### src/rtl/serial_byte_rx.sv
// Framed serial byte receiver: start, 8 data bits LSB first, even parity, stop.
// Good bytes are held for display; a status view exposes error flags and a count of good frames.
module serial_byte_rx (
  input  logic [7:0] io_in,
  output logic [7:0] io_out
);

  typedef enum logic [2:0] {
    S_IDLE,
    S_DATA,
    S_PARITY,
    S_STOP,
    S_WAIT_HIGH
  } state_e;

  logic clk;
  logic rst;
  logic sdata;
  logic view;
  logic clr;
  logic unused_ok;

  assign clk       = io_in[0];
  assign rst       = io_in[1];
  assign sdata     = io_in[2];
  assign view      = io_in[4];
  assign clr       = io_in[5];
  assign unused_ok = &{1'b0, io_in[3], io_in[7:6]};

  state_e     state_q, state_d;
  logic [2:0] idx_q, idx_d;
  logic [7:0] shift_q, shift_d;
  logic       par_q, par_d;
  logic [7:0] data_q, data_d;
  logic       frame_err_q, frame_err_d;
  logic       parity_err_q, parity_err_d;
  logic       rdy_tgl_q, rdy_tgl_d;
  logic [3:0] good_cnt_q, good_cnt_d;
  logic       parity_bad;
  logic       busy;

  assign parity_bad = par_q ^ (^shift_q);
  assign busy       = (state_q != S_IDLE);

  always_comb begin
    state_d      = state_q;
    idx_d        = idx_q;
    shift_d      = shift_q;
    par_d        = par_q;
    data_d       = data_q;
    frame_err_d  = frame_err_q;
    parity_err_d = parity_err_q;
    rdy_tgl_d    = rdy_tgl_q;
    good_cnt_d   = good_cnt_q;

    case (state_q)
      S_IDLE: begin
        if (!sdata) begin
          state_d = S_DATA;
          idx_d   = 3'd0;
        end
      end
      S_DATA: begin
        shift_d[idx_q] = sdata;
        if (idx_q == 3'd7) state_d = S_PARITY;
        else               idx_d   = idx_q + 3'd1;
      end
      S_PARITY: begin
        par_d   = sdata;
        state_d = S_STOP;
      end
      S_STOP: begin
        if (parity_bad) parity_err_d = 1'b1;
        if (sdata) begin
          state_d = S_IDLE;
          if (!parity_bad) begin
            data_d     = shift_q;
            rdy_tgl_d  = ~rdy_tgl_q;
            good_cnt_d = good_cnt_q + 4'd1;
          end
        end else begin
          frame_err_d = 1'b1;
          state_d     = S_WAIT_HIGH;
        end
      end
      S_WAIT_HIGH: begin
        // A held-low line must return high before a new start is honoured.
        if (sdata) state_d = S_IDLE;
      end
      default: state_d = S_IDLE;
    endcase

    if (clr) begin
      frame_err_d  = 1'b0;
      parity_err_d = 1'b0;
      good_cnt_d   = 4'd0;
    end
  end

  always_ff @(posedge clk) begin
    if (rst) begin
      state_q      <= S_IDLE;
      idx_q        <= 3'd0;
      shift_q      <= 8'h00;
      par_q        <= 1'b0;
      data_q       <= 8'h00;
      frame_err_q  <= 1'b0;
      parity_err_q <= 1'b0;
      rdy_tgl_q    <= 1'b0;
      good_cnt_q   <= 4'd0;
    end else begin
      state_q      <= state_d;
      idx_q        <= idx_d;
      shift_q      <= shift_d;
      par_q        <= par_d;
      data_q       <= data_d;
      frame_err_q  <= frame_err_d;
      parity_err_q <= parity_err_d;
      rdy_tgl_q    <= rdy_tgl_d;
      good_cnt_q   <= good_cnt_d;
    end
  end

  assign io_out = view ? {frame_err_q, parity_err_q, busy, rdy_tgl_q, good_cnt_q} : data_q;

endmodule

### config.mk
export PLATFORM = sky130hd
export DESIGN_NAME = serial_byte_rx
export DESIGN_NICKNAME = d
export VERILOG_FILES = /design/src/rtl/serial_byte_rx.sv
export SDC_FILE = /design/constraint.sdc
export NUM_CORES = 1
export LEC_CHECK = 0
export BUFFER_PORTS_ARGS = -buffer_cell sky130_fd_sc_hd__buf_2
export CORE_ASPECT_RATIO = 0.75
export CORE_MARGIN = 3
export CORE_UTILIZATION = 35
export CTS_BUF_LIST = sky130_fd_sc_hd__clkbuf_8
export CTS_CLUSTER_DIAMETER = 60
export DETAILED_ROUTE_END_ITERATION = 8
export SYNTH_ARGS = -nofsm -noshare
export SYNTH_HDL_FRONTEND = slang
export SYNTH_SLANG_ARGS = --single-unit
### constraint.sdc
create_clock -name io_in -period 1.9 [get_ports io_in]
set_input_delay 0.285 -clock io_in [delete_from_list [all_inputs] [get_ports io_in]]
set_output_delay 0.285 -clock io_in [all_outputs]
set_load 0.02 [all_outputs]
==> flow_metrics.tcl <==
set metrics [dict create \
    io-pin-count 16 \
    internal_power_w 0.00365 \
    grt_pass1_wl_um 8430 \
    num_vias 1560 \
    path_cells "buf_8 > clkbuf_8 > mux2_2 > buf_6" \
    overflow 0 \
    status "completed" \
    leakage_nw 1.05 \
    worst_path_max_delay_cell "mux2_2" \
    synth_edf_count 0 \
    finalMaxSlewViolations 0 \
    routed_wl_um 4430 \
    yosysWarnings 0 \
    synth-main-ff-cell "dfxtp_1" \
    setup.worst_path.end_class "output pin" \
    cts_hold_buf 0 \
    drive_gt1_frac 0.350 \
    port-buffer-count 8 \
    cp_max_fo 5 \
    yosysTopAreaCell "dfxtp_1" \
    hold-worst-slack_ns 0.0599 \
    pwr-share-comb 0 \
    syn_nets 192 \
    dieArea_um2 5460 \
    grt_pass1_vias 2171 \
    clk_pin_slew_ns 0.07 \
    tritoncts "built" \
    pwr-share-seq 0.120 \
    grt_use_total 0.198 \
    use_met1 0.173 \
    arrival_ns 1.60 \
    ant_nets 0 \
    path_class "clock port to output pin" \
    initial_core_util 0.381 \
    cp.depth 4 \
    antenna_cells 0 \
    ys_seq_area_frac 0.373 \
    finalSetupViolCount 0 \
    hold_violations 0 \
    yosys-top-cells-count "30 x dfxtp_1, 26 x nand2_1, 17 x mux2i_1" \
    synth.most_common_cell "dfxtp_1" \
    top_usage_layer "met4" \
    whs_path_depth 3 \
    post-dp-hpwl_um 2320 \
    antenna_found_initial 0 \
    power_frac_clock 0.880 \
    startpoint_type "clock port" \
    nNetsFinal 242 \
    critPathBufInv 3 \
    reg2regPathDepth 5 \
    clock_latency_ns 0.28 \
    crit_required_ns 1.62 \
    drc_errors 0 \
    drt-pass1-iter-count 5 \
    dpl_cell_area_um2 1780 \
    core.rowCount 20 \
    synth.avg_cell_area_um2 8.90 \
    async_flop_share 0 \
    synth.area.top_cells "dfxtp_1 37%, mux2i_1 11%, nand2b_1 6.2%" \
    synth.top_cell.area_share 0.373 \
    p_per_area_nw_per_um2 2350 \
    drt_iter0_drc 221 \
    worstMarginPinSlew_ns 0.340 \
    wl_per_cell_um 14.9 \
    grtUsageMet2 0.136 \
    synth-seq-cells 30 \
    syn_to_final_growth_pct 54.9 \
    p_switching_w 0.00220 \
    die_w_um 84.3 \
    slowest_delay_ns 0.28 \
    vdd_drop_max_uv 1090 \
    maxSlewHeadroom 0.771 \
    routabilityCongestion 0.715 \
    rsz0062_at_grt "yes" \
    fp.dieH_um 64.7 \
    grt_max_degree 13 \
    hp-class "clock port to flip-flop" \
    use_met3 0.258 \
    syn_inst 181 \
    finClkSkew_ns 0.00510 \
    cp_top_family "buffers and inverters" \
    sw_frac_of_total 0.376 \
    yosys.cell_types.count 36 \
    via_per_inst 5.23 \
    fin_area_um2 2490 \
    max_cap_viol_count 0 \
    syn_area_um2 1610 \
    core_um2 4230 \
]
state kept, by name, summed over array words and instances (netlist names):
signal,count
rdy_tgl_q,1
frame_err_q,1
shift_q,8
data_q,8
good_cnt_q,4
par_q,1
parity_err_q,1
state_q,3
idx_q,3
stage by stage:
step | power [W] | TNS, ns | utilization | setup WS (ns) | std cells
final | 0.00585 | 0 | 0.590 | 0.0107 | 298
after CTS | 0.00600 | -0.106 | 0.585 | -0.0248 | 298
after floorplan | 0.00243 | 0 | - | 0.0948 | 181
after global placement | 0.00224 | -0.173 | 0.420 | -0.173 | 247
after global routing | 0.00644 | -0.0768 | 0.590 | -0.0227 | 298
after detailed placement | 0.00224 | -0.182 | 0.420 | -0.182 | 247
tightest hold or removal path: cells and delay by family:
family | cells | cell delay, ns
buffers and inverters | 2 | 0.23
AOI/OAI and AO/OA | 1 | 0.07
cell type report:
cell class / count / area (um^2)
clock buffers: 46 / 592
clock inverters: 13 / 106
fillers: 355 / 1730
inverters: 2 / 7.51
multi-input cells: 137 / 1010
flip-flops and latches: 30 / 601
well taps: 55 / 68.8
repair buffers: 15 / 113
placed cells by master, fill, tap and decap left out, types with 3 or more instances in the layout:
master,netlist,routed
mux2i_1,17,17
inv_1,2,6
buf_6,1,8
nand2b_1,16,16
a21oi_1,12,12
nor2b_1,3,3
clkbuf_8,0,27
buf_4,0,21
mux2_2,8,5
dfxtp_1,30,30
clkinv_1,0,3
nor2_1,10,10
nand2_1,26,23
mux2_4,0,3
nand3_1,14,12
or3_1,3,3
ha_1,3,3
path summary, 6_finish.rpt:
path | slack, ns | from | endpoint
max reg2reg | 0.10 | shift_q[3]$_SDFFE_PP0P_ | rdy_tgl_q$_SDFFE_PP0P_
min | 0.06 | io_in[5] | parity_err_q$_SDFFE_PP0P_
min reg2reg | 0.46 | parity_err_q$_SDFFE_PP0P_ | parity_err_q$_SDFFE_PP0P_
max | 0.01 | io_in[4] | io_out[3]
metal layers:
layer	part of all wire	up-vias
li1	-	738
met5	0	-
met1	0.40	689
met4	0.054	0
met3	0.14	33
met2	0.40	100
logic make-up after synthesis:
group,share of synthesized area
DFF,0.373
and+or+nand+nor,0.267
adders and majority gates,0.0233
xor gates and xnor gates,0.0653
AOI/OAI and AO/OA,0.0637
buffers and inverters,0.0381
muxes,0.170
power groups by stage:
stage | combinational [W] | sequential (W) | clock [W]
final | 0.000000000183 | 0.000703 | 0.00515
after global routing | 0.000000000183 | 0.000703 | 0.00574
after CTS | 0.000000000182 | 0.000703 | 0.00529
after detailed placement | 0.000000000182 | 0.000724 | 0.00151
after global placement | 0.000000000182 | 0.000724 | 0.00151
after floorplan | 0.000000000110 | 0.000724 | 0.00171
what timing repair did:
item / in CTS / in global routing
setup buffers: 7 / 0
endpoints found under the setup margin: 22 / 18
endpoints found under the hold margin: 0 / 0
pin swaps: 3 / 1
resized for setup: 27 / 6
Power figures use the tool's default switching activity.
